[src/rtl/fetch_pkg.sv]
// fetch_pkg: encodings and constants shared by the fetch stage and the decoder.
// Revision 1.0
`default_nettype none

package fetch_pkg;

  localparam logic [1:0] BR_BZ  = 2'd0;
  localparam logic [1:0] BR_BNZ = 2'd1;
  localparam logic [1:0] BR_JMP = 2'd2;
  localparam logic [1:0] BR_JMR = 2'd3;

  localparam logic [31:0] NOP = 32'h0;

  typedef enum logic [1:0] {
    START = 2'd0,
    REQ   = 2'd1,
    IDLE  = 2'd2,
    DROP  = 2'd3
  } fetch_state_e;

endpackage

`default_nettype wire

[src/rtl/fetch_branch_unit.sv]
// fetch_branch_unit: decides whether a consumed branch is taken and computes its target.
// Revision 1.0
`default_nettype none

module fetch_branch_unit
  import fetch_pkg::*;
#(
  parameter int unsigned PC_W = 16
) (
  input  logic [1:0]      br_type,
  input  logic            zero,
  input  logic [PC_W-1:0] pc_of_op,
  input  logic [15:0]     br_offset,
  input  logic [PC_W-1:0] br_reg,
  output logic            taken,
  output logic [PC_W-1:0] target
);

  localparam int unsigned EXT_W = (PC_W > 16) ? PC_W : 16;

  logic [EXT_W-1:0] off_ext;

  // Sign-extend the offset, add at the wider width, then truncate to PC_W.
  assign off_ext = EXT_W'($signed(br_offset));

  always_comb begin
    taken  = 1'b0;
    target = PC_W'(EXT_W'(pc_of_op) + off_ext);
    case (br_type)
      BR_BZ:   taken = zero;
      BR_BNZ:  taken = ~zero;
      BR_JMP:  taken = 1'b1;
      BR_JMR: begin
        taken  = 1'b1;
        target = br_reg;
      end
      default: taken = 1'b0;
    endcase
  end

endmodule

`default_nettype wire

[src/rtl/instruction_fetch.sv]
// instruction_fetch: PC, req/ack instruction fetch, two-entry buffer and redirect/flush.
// Revision 1.0
`default_nettype none

module instruction_fetch
  import fetch_pkg::*;
#(
  parameter int unsigned     PC_W     = 16,
  parameter logic [PC_W-1:0] RESET_PC = '0
) (
  input  logic            clk,
  input  logic            rst_n,
  output logic [PC_W-1:0] imem_addr,
  output logic            imem_req,
  input  logic            imem_ack,
  input  logic [31:0]     imem_data,
  output logic [31:0]     op,
  output logic            op_valid,
  input  logic            op_ready,
  output logic [PC_W-1:0] pc_of_op,
  input  logic            br_valid,
  input  logic [1:0]      br_type,
  input  logic [15:0]     br_offset,
  input  logic [PC_W-1:0] br_reg,
  input  logic            zero
);

  fetch_state_e    state_q, state_d;
  logic [PC_W-1:0] fetch_pc_q, fetch_pc_d;
  logic [PC_W-1:0] drop_addr_q, drop_addr_d;
  logic            head_vld_q, head_vld_d;
  logic [31:0]     head_q, head_d;
  logic [PC_W-1:0] head_pc_q, head_pc_d;
  logic            pf_vld_q, pf_vld_d;
  logic [31:0]     pf_q, pf_d;
  logic [PC_W-1:0] pf_pc_q, pf_pc_d;

  logic            br_taken;
  logic [PC_W-1:0] br_target;
  logic            consume;
  logic            redirect;
  logic            ack_take;

  fetch_branch_unit #(
    .PC_W(PC_W)
  ) u_branch (
    .br_type  (br_type),
    .zero     (zero),
    .pc_of_op (head_pc_q),
    .br_offset(br_offset),
    .br_reg   (br_reg),
    .taken    (br_taken),
    .target   (br_target)
  );

  assign consume  = head_vld_q & op_ready;
  assign redirect = consume & br_valid & br_taken;
  assign ack_take = (state_q == REQ) & imem_ack & ~redirect;

  always_comb begin
    state_d     = state_q;
    fetch_pc_d  = fetch_pc_q;
    drop_addr_d = drop_addr_q;
    head_vld_d  = head_vld_q;
    head_d      = head_q;
    head_pc_d   = head_pc_q;
    pf_vld_d    = pf_vld_q;
    pf_d        = pf_q;
    pf_pc_d     = pf_pc_q;

    if (consume) begin
      head_vld_d = pf_vld_q;
      head_d     = pf_q;
      head_pc_d  = pf_pc_q;
      pf_vld_d   = 1'b0;
    end

    // Arriving word goes to the head if it is free after this cycle's shift.
    if (ack_take) begin
      fetch_pc_d = fetch_pc_q + PC_W'(1);
      if (!head_vld_d) begin
        head_vld_d = 1'b1;
        head_d     = imem_data;
        head_pc_d  = fetch_pc_q;
      end else begin
        pf_vld_d = 1'b1;
        pf_d     = imem_data;
        pf_pc_d  = fetch_pc_q;
      end
    end

    case (state_q)
      START: state_d = REQ;
      REQ: begin
        if (imem_ack && head_vld_d && pf_vld_d) state_d = IDLE;
      end
      IDLE: begin
        if (!(head_vld_d && pf_vld_d)) state_d = REQ;
      end
      DROP: begin
        if (imem_ack) state_d = REQ;
      end
      default: state_d = START;
    endcase

    // An unanswered request must still complete on its old address before refetching.
    if (redirect) begin
      head_vld_d = 1'b0;
      pf_vld_d   = 1'b0;
      fetch_pc_d = br_target;
      if ((state_q == REQ) && !imem_ack) begin
        state_d     = DROP;
        drop_addr_d = fetch_pc_q;
      end else begin
        state_d = REQ;
      end
    end
  end

  always_ff @(posedge clk or negedge rst_n) begin
    if (!rst_n) begin
      state_q     <= START;
      fetch_pc_q  <= RESET_PC;
      drop_addr_q <= RESET_PC;
      head_vld_q  <= 1'b0;
      head_q      <= NOP;
      head_pc_q   <= '0;
      pf_vld_q    <= 1'b0;
      pf_q        <= NOP;
      pf_pc_q     <= '0;
    end else begin
      state_q     <= state_d;
      fetch_pc_q  <= fetch_pc_d;
      drop_addr_q <= drop_addr_d;
      head_vld_q  <= head_vld_d;
      head_q      <= head_d;
      head_pc_q   <= head_pc_d;
      pf_vld_q    <= pf_vld_d;
      pf_q        <= pf_d;
      pf_pc_q     <= pf_pc_d;
    end
  end

  assign imem_req  = (state_q == REQ) || (state_q == DROP);
  assign imem_addr = (state_q == DROP) ? drop_addr_q : fetch_pc_q;
  assign op        = head_vld_q ? head_q : NOP;
  assign op_valid  = head_vld_q;
  assign pc_of_op  = head_pc_q;

endmodule

`default_nettype wire

[config.mk]
export PLATFORM = sky130hd
export DESIGN_NAME = instruction_fetch
export DESIGN_NICKNAME = d
export VERILOG_FILES = /design/src/rtl/fetch_pkg.sv /design/src/rtl/fetch_branch_unit.sv /design/src/rtl/instruction_fetch.sv
export SDC_FILE = /design/constraint.sdc
export NUM_CORES = 1
export LEC_CHECK = 0
export BUFFER_PORTS_ARGS = -buffer_cell sky130_fd_sc_hd__buf_2
export CAP_MARGIN = 20
export CORE_MARGIN = 3
export CORE_UTILIZATION = 25
export DETAILED_ROUTE_END_ITERATION = 10
export GPL_TIMING_DRIVEN = 0
export SLEW_MARGIN = 5
export SYNTH_ARGS = -nofsm -noshare
export SYNTH_HDL_FRONTEND = slang
export SYNTH_SLANG_ARGS = --single-unit
[constraint.sdc]
create_clock -name clk -period 2.9 [get_ports clk]
set_input_delay 0.725 -clock clk [delete_from_list [all_inputs] [get_ports clk]]
set_output_delay 0.725 -clock clk [all_outputs]
set_load 0.05 [all_outputs]
---- Yosys cells after proc, flatten, opt, wreduce, memory -nomap -nowiden ----
Index checks and enable logic that the tools add are counted.
storage, ports and cells
  bits of input ports ..................... 72
  output and inout bits ................... 66
  logic and storage cells ................. 65
  register bits ........................... 132
cells by class
  add/subtract/negate cells ............... 2
  reductions and logical operators ........ 13
  eq/ne operators ......................... 9
  bitwise operators ....................... 7
  muxes and demuxes ....................... 25
operators by type and width
  kind                   count
  $mux 32                4
  $mux 16                7
  $add 16x1->16 const B  1
  $add 16x16->16         1
  $mux 2                 5
  $ne 3x3->1 const B     3
  $eq 2x2->1 const B     4
  $pmux 2 s4             1
  $mux 1                 7
  $and 1x1->1            5
  $eq 2x1->1 const B     2
  $logic_and 1x1->1      4
  $logic_not 2->1        2
  $reduce_and 2->1       2
  $pmux 1 s3             1
  $reduce_and 3->1       1
  $not 1->1              2
  $reduce_bool 2->1      1
  $reduce_or 2->1        1
  $logic_not 1->1        1
  $logic_or 1x1->1       1

---- Logic depth before layout (Yosys ltp) ----
Gate-level depths: netlist (run 1).
  word-level depth ........................ 12
  mapped depth ............................ 10
  mapped depth without buffers ............ 10

---- Hierarchy ----
From an unflattened synthesis (run 1), not the netlist that was laid out.
second synthesis, totals
  cells, all modules ...................... 683
  area total of the unflattened synthesis .. 7178.1 um^2
by module, submodules not included
  module             area each (um^2)  cells each  seq. area each (um^2)  times used
  instruction_fetch  6242.2            541         3303.2                 1
  fetch_branch_unit  935.9             142         0.0                    1

---- Worst setup path after synthesis (run 1) ----
No wires, ideal clock.
  path type ............................... reg-to-reg
  start ................................... register head_pc_q[0] (netlist: pc_of_op[0])
  end ..................................... register fetch_pc_q[12]
  period minus slack after synthesis ...... 2.726 ns
  setup time .............................. 0.104 ns
  slack ................................... 0.174 ns
  data required time ...................... 2.796 ns
  path buffers ............................ 0
  arrival ................................. 2.622 ns
  cell stages (with the launch flop) ...... 11
  cells stage by stage .................... dfrtp_1 ha_1 inv_1 fa_1 and2b_1 o211ai_1 a31oi_1 a41o_1 nand3_1 mux2_2 a221oi_1
between the ends
  longest elaborated chain between the ends .. 3
RTL lines
  item                      RTL line                  text
  start: declaration        instruction_fetch.sv:33   logic [PC_W-1:0] head_pc_q, head_pc_d;
  start signal: assignment  instruction_fetch.sv:137  head_pc_q <= head_pc_d;
  $add 16x16->16            fetch_branch_unit.sv:28   target = PC_W'(EXT_W'(pc_of_op) + off_ext);
  $mux 16                   fetch_branch_unit.sv:29   case (br_type)
  $mux 16                   instruction_fetch.sv:107  if (redirect) begin
  end signal: assignment    instruction_fetch.sv:133  fetch_pc_q <= fetch_pc_d;
  end: declaration          instruction_fetch.sv:29   logic [PC_W-1:0] fetch_pc_q, fetch_pc_d;
No other way between the ends.
A chain may end at the register's enable or synchronous reset.

---- Worst setup path after layout (run 1) ----
  start ................................... register state_q[0]
  end ..................................... output port imem_addr[14]
between the ends
  longest elaborated chain between the ends .. 2
RTL lines
  item                      RTL line                  text
  start: declaration        instruction_fetch.sv:28   fetch_state_e state_q, state_d;
  start signal: assignment  instruction_fetch.sv:132  state_q <= state_d;
  $eq 2x2->1                instruction_fetch.sv:145  assign imem_addr = (state_q == DROP) ? drop_addr_q : fetch_pc_q;
  $mux 16                   instruction_fetch.sv:145
  end: declaration          instruction_fetch.sv:13   output logic [PC_W-1:0] imem_addr,
No other way between the ends.

==> out/metrics.yaml, run 1 <==
setup_path:
  crit_required_ns: 2.17
  crit_slowest_cell: "mux2_2"
  arrival_ns: 1.99
  critPathKind: "flop to primary output"
  worstPathMaxFanout: 10
  r2r_cells: 8
  ff2ff_setup_slack_ns: 0.20
  rr_startpoint: "pc_of_op[4]"
  endpoint_kind: "primary output"
  crit_chain: "clkbuf_2 > nand2_2 > clkbuf_4 > mux2_2 > buf_2"
  critical_path_buf_inv_count: 3
  cpLargestDelayFamily: "buffers and inverters"
  start_kind: "flop"
  crit_path_max_incr_delay_ns: 0.37
  r2r_end: "fetch_pc_q[13]"
yosys:
  synth_most_common_cell: "dfrtp_1"
  ys.flop_type: "dfrtp_1"
  synth_fp_nets: 725
  yosysWarnings: 0
  post-synth-top-area-cell: "dfrtp_1"
  synth_cell_types: 51
  synth_edf_count: 0
  synth_area_mm2: 0.00690
  ys_ff_latch: 132
  synth_area_per_cell_um2: 10.8
  yosys-top-cells-area: "dfrtp_1 (48%), mux2_2 (12%), mux2i_1 (7.0%)"
  synth_top_cell_area_share_pct: 47.9
  synth_common_cells: "dfrtp_1 (132), mux2_2 (71), nor2_1 (71)"
  synth_cells: 636
  async_flop_share_pct: 100
  ys_seq_area_share_pct: 47.9
sta:
  holdWs_ns: 0.276
  min_period_ns: 2.72
  tightestPinTransition_ns: 0.852
  finalHoldViolCount: 0
  max_freq_mhz: 368
  finClkSkew_ns: 0.0107
  slew_headroom_pct: 43.2
  setup_viol: 0
  rsz0062_at_grt: "false"
  finalCritPeriodShare_pct: 93.7
  final_max_slew_viol_count: 0
routing:
  routed_wirelength_um: 20200
  firstDrtPassIters: 4
  num_vias: 5288
  routed_via_density: 4.61
  drt_iter0_markers: 217
  wl_per_cell_um: 17.6
  ant_nets: 0
  drc: 0
clock_tree:
  htree_levels: 4
  ctsHoldBuffers: 0
  root_buffer: "clkbuf_16"
  cts_tree: "done"
  postCtsSetupBuffers: 0
  clock_sinks: 132
  clk_pin_slew_ns: 0.06
  clockBufferDepth: 2
  cts_made_buffers: 17
  insertion_delay_ns: 0.42
global_route:
  grt_max_degree: 79
  track_usage_pct: 13.8
  grt_pass1_vias: 5381
  antenna_found_initial: 2
  grt_overflow: 0
  grt_pass1_wl_um: 31000
flow_run:
  cap_viol_max_count: 0
finish:
  n_fill_cell: 2819
  fin_cells: 1147
  fin_area_mm2: 0.00863
  nets: 882
  diodes: 0
  layout-drive-gt1-share_pct: 34.2
  syn_to_final_growth_pct: 25.1
floorplan:
  start_util_pct: 25.5
  fp.dieH_um: 172
  die-area_mm2: 0.0296
  die_x_um: 172
  io_pins: 138
  placeableCoreArea_mm2: 0.0270
  rows: 60
pwr:
  peakVddDrop_mv: 0.681
  power_density_mw_per_mm2: 1360
  p_leak_nw: 4.04
placement:
  io_buffers: 137
  gp_congestion: 0.770
  placed_cells: 1115
  dp_hpwl_um: 14500
  post_dp_cell_area_mm2: 0.00804
outcome:
  status: "completed"
worst_hold_path:
  min_path_type: "input port to asynchronous set/reset pin"
[flip-flops by register name (all words and copies together), names as in the netlist]
name / flops
pf_vld_q: 1
pf_pc_q: 16
drop_addr_q: 16
head_q: 32
fetch_pc_q: 16
state_q: 2
op_valid: 1
pf_q: 32
pc_of_op: 16
[cell usage in the layout (no fill, tap or decap), types with 17 or more instances in the layout]
cell       count
mux2i_1       48
buf_2        145
xor2_1        17
clkbuf_1      23
and2_1        35
a21oi_1       68
mux2_2        71
nor2_1        71
nand2_1       25
clkbuf_16     17
dfrtp_1      132
[metrics by stage]
step / TNS [ns] / setup slack [ns] / power (mW) / util (%)
6_report: 0 / 0.182 / 11.7 / 31.9
4_1_cts: 0 / 0.0150 / 11.8 / 31.8
2_1_floorplan: 0 / 0.174 / 8.10 / -
3_5_place_dp: -7.64 / -0.327 / 9.73 / 29.8
5_1_grt: 0 / 0.0351 / 12.5 / 31.9
3_3_place_gp: -120.96 / -0.884 / 9.63 / 29.6
[logic make-up after synthesis]
logic type,count (synthesis),share of synthesized area (%)
compound gates,112,9.74
mux,129,20.7
simple gates,174,12.2
buf+inv,45,2.79
fa+ha+maj,17,3.19
flops,132,47.9
xor+xnor,27,3.43
[area by class of cell]
cell class / count / area (µm²) / share of cell area (%)
Timing Repair Buffer: 138 / 719 / 8.34
Buffer: 41 / 184 / 2.13
Inverter: 4 / 15.0 / 0.174
Clock inverter: 13 / 110 / 1.28
Multi-Input combinational cell: 459 / 3430 / 39.7
Sequential cell: 132 / 3300 / 38.3
Clock buffer: 19 / 443 / 5.13
Tap cell: 341 / 427 / 4.94
[how the worst max path moves through the flow]
stage                  from              to  slack (ns)  depth (start not counted)
6_report         state_q[0]   imem_addr[14]        0.18                          5
5_1_grt         pc_of_op[4]  fetch_pc_q[13]        0.04                          8
4_1_cts          state_q[0]   imem_addr[14]        0.01                          5
3_5_place_dp   br_offset[0]  fetch_pc_q[12]       -0.33                         11
3_3_place_gp          rst_n       head_q[5]       -0.88                          1
2_1_floorplan   pc_of_op[0]  fetch_pc_q[12]        0.17                         10
[report_power, final]
part	total [mW]	switching (mW)	internal (mW)
clock network	2.04	0.848	1.20
registers	3.43	0.636	2.79
logic	6.25	4.05	2.20
total	11.7	5.53	6.19
[repair_timing]
action                                  4_1_cts  5_1_grt
endpoints found under the setup margin       10       23
cloned                                        0        0
gates resized for setup                       2       10
pin swaps                                     0        2
[worst reg2reg max path: stages (launching register included)]
cell,delay [ns]
dfrtp_1,0.40
ha_1,0.38
a21oi_2,0.21
and2_1,0.20
a21oi_2,0.09
o41ai_2,0.53
o21ai_1,0.18
or4_1,0.41
and3_1,0.18
[routing by layer]
metal / GRT usage, % / share of wire [%] / up-vias
li1: - / - / 2554
met1: 18.1 / 46 / 2593
met2: 22.9 / 48 / 118
met3: 3.52 / 5.4 / 19
met4: 3.71 / 1.3 / 4
met5: 0 / 0.17 / -
Note: power is estimated with default switching activity, not from simulation.
==> run 2: changes to the inputs <==
==> constraint.sdc (replaced) <==
create_clock -name clk -period 2.9 [get_ports clk]
set_input_delay 0.725 -clock clk [delete_from_list [all_inputs] [get_ports clk]]
set_output_delay 0.725 -clock clk [all_outputs]
set_load 0.005 [all_outputs]
==> run 2 against run 1 <==
Against the previous run: cell count about the same; sequential power about the same; total power is 16% lower; critical endpoint is now imem_addr[7]; largest power group unchanged; highest routed layer unchanged.
==> out/metrics.yaml, run 2 (synthesis results as in run 1) <==
finish:
  diodes: 0  # unchanged
  top_regs: "head_q x32, pf_q x32"
  syn_to_final_growth_pct: 25.1  # about the same
  layout-drive-gt1-share_pct: 34.1  # -0.17 points
  fin_area_mm2: 0.00863  # about the same
  layout_commonest_cell: "buf_2"
  nets: 883  # +0.11%
  most-common-layout-cells: "buf_2 (145), dfrtp_1 (132), nor2_1 (71), mux2_2 (71), a21oi_1 (68)"
setup_path:
  worstPathMaxFanout: 10  # unchanged
  arrival_ns: 2.03  # +0.04 ns
  endpoint_kind: "primary output"
  start_kind: "flop"
  ff2ff_setup_slack_ns: 0.20  # about the same
  crit_end: "imem_addr[7]"
  critPathKind: "flop to primary output"
  crit_start: "state_q[0]"
  crit_required_ns: 2.17  # about the same
  r2r_cells: 10  # +2
  r2r_end: "fetch_pc_q[12]"
  crit_slowest_cell: "mux2_2"
  rr_startpoint: "pc_of_op[0]"
  crit_chain: "clkbuf_2 > nand2_1 > clkbuf_4 > mux2_2 > buf_2"
  crit_path_max_incr_delay_ns: 0.37  # about the same
floorplan:
  start_util_pct: 25.5  # unchanged
  io_pins: 138  # unchanged
  placeableCoreArea_mm2: 0.0270  # unchanged
  fp.dieH_um: 172  # unchanged
  rows: 60  # unchanged
  die-area_mm2: 0.0296  # unchanged
  die_x_um: 172  # unchanged
sta:
  finalHoldViolCount: 0  # unchanged
  min_period_ns: 2.75  # +0.0334 ns
  slew_headroom_pct: 43.1  # -0.086 points
  final_max_slew_viol_count: 0  # unchanged
  finalCritPeriodShare_pct: 94.9  # +1.2 points
  setup-tns-final_ns: 0  # unchanged
  max_freq_mhz: 363  # -1.2%
  rsz0062_at_grt: "false"
  finClkSkew_ns: 0.0132  # +0.00252 ns
  tightestPinTransition_ns: 0.853  # +0.00130 ns
  setup_viol: 0  # unchanged
  holdWs_ns: 0.281  # +0.00549 ns
routing:
  routed_via_density: 4.61  # about the same
  drc: 0  # unchanged
  num_vias: 5292  # +0.076%
  firstDrtPassIters: 4  # unchanged
  wl_per_cell_um: 17.6  # +0.14%
  ant_nets: 0  # unchanged
  drt_iter0_markers: 193  # -11%
  routed_wirelength_um: 20200  # +0.23%
clock_tree:
  htree_levels: 4  # unchanged
  clock_sinks: 132  # unchanged
  cts_tree: "done"
  insertion_delay_ns: 0.42  # about the same
  clockBufferDepth: 2  # unchanged
  root_buffer: "clkbuf_16"
  ctsHoldBuffers: 0  # unchanged
  cts_made_buffers: 17  # unchanged
  clk_pin_slew_ns: 0.06  # about the same
placement:
  dp_hpwl_um: 14500  # unchanged
  post_dp_cell_area_mm2: 0.00804  # unchanged
  gp_congestion: 0.770  # unchanged
  io_buffers: 137  # unchanged
pwr:
  power_density_mw_per_mm2: 1140  # -16%
  peakVddDrop_mv: 0.463  # -32%
  total_power_mw: 9.88  # -16%
  p_leak_nw: 4.05  # +0.14%
global_route:
  grt_pass1_wl_um: 31000  # about the same
  track_usage_pct: 13.8  # about the same
  grt_max_degree: 79  # unchanged
  antenna_found_initial: 2  # unchanged
  grt_overflow: 0  # unchanged
  grt_pass1_vias: 5379  # -0.037%
worst_hold_path:
  min_path_type: "input port to asynchronous set/reset pin"
flow_run:
  cap_viol_max_count: 0  # unchanged
outcome:
  status: "completed"
[run 2: changes by cell type in the layout (fill, tap and decap cells not counted), sizes merged]
cell  before  now
buf      153  154
[run 2: metal layers]
metal  GRT usage [%]  part of all wire (%)  up-vias
li1                -                     -     2553
met4            3.71                   1.0        4
met5               0                  0.17        -
met2            22.9                    48      127
met1            18.1                    46     2594
met3            3.52                   5.2       14
[run 2: timing repair]
| action | in CTS | in global routing |
|---|---|---|
| endpoints found under the setup margin | 10 | 23 |
| pin swaps | 0 | 2 |
| resized for setup | 1 | 10 |
| setup buffers | 0 | 1 |
[run 2: worst min-delay path by stage]
stage / end / slack [ns] / cells past startpoint
after floorplan: drop_addr_q[0] / 0.43 / 0
after global placement: drop_addr_q[4] / 0.48 / 1
after detailed placement: drop_addr_q[3] / 0.49 / 1
after CTS: drop_addr_q[7] / 0.28 / 1
after global routing: drop_addr_q[7] / 0.30 / 1
final: fetch_pc_q[8] / 0.28 / 1
[run 2: cell type report]
class                           instances  area, µm²
Timing Repair Buffer                  139        727
Fill cell                            2821      18400
Buffer                                 41        184
Tap cell                              341        427
Multi-Input combinational cell        459       3420
Inverter                                4       15.0
Sequential cell                       132       3300
Clock buffer                           19        443
Clock inverter                         13        110
[run 2: worst max-delay path, delay by kind of cell (launching register included)]
kind                   cells  cell delay, ns
and+or+nand+nor            1            0.26
DFF                        1            0.36
buffers and inverters      3            0.61
muxes                      1            0.37
[run 2: stage by stage]
| step | worst slack, ns | cells | utilization [%] |
|---|---|---|---|
| 2_1_floorplan | 0.182 | 636 | - |
| 3_3_place_gp | -0.884 | 1114 | 29.6 |
| 3_5_place_dp | -0.327 | 1115 | 29.8 |
| 4_1_cts | 0.0190 | 1147 | 31.8 |
| 5_1_grt | 0.00682 | 1148 | 31.9 |
| 6_report | 0.149 | 1148 | 31.9 |
[run 2: power breakdown]
group	internal, mW	switching (mW)
Clock	1.20	0.843
Combinational	2.19	2.22
Sequential	2.79	0.635
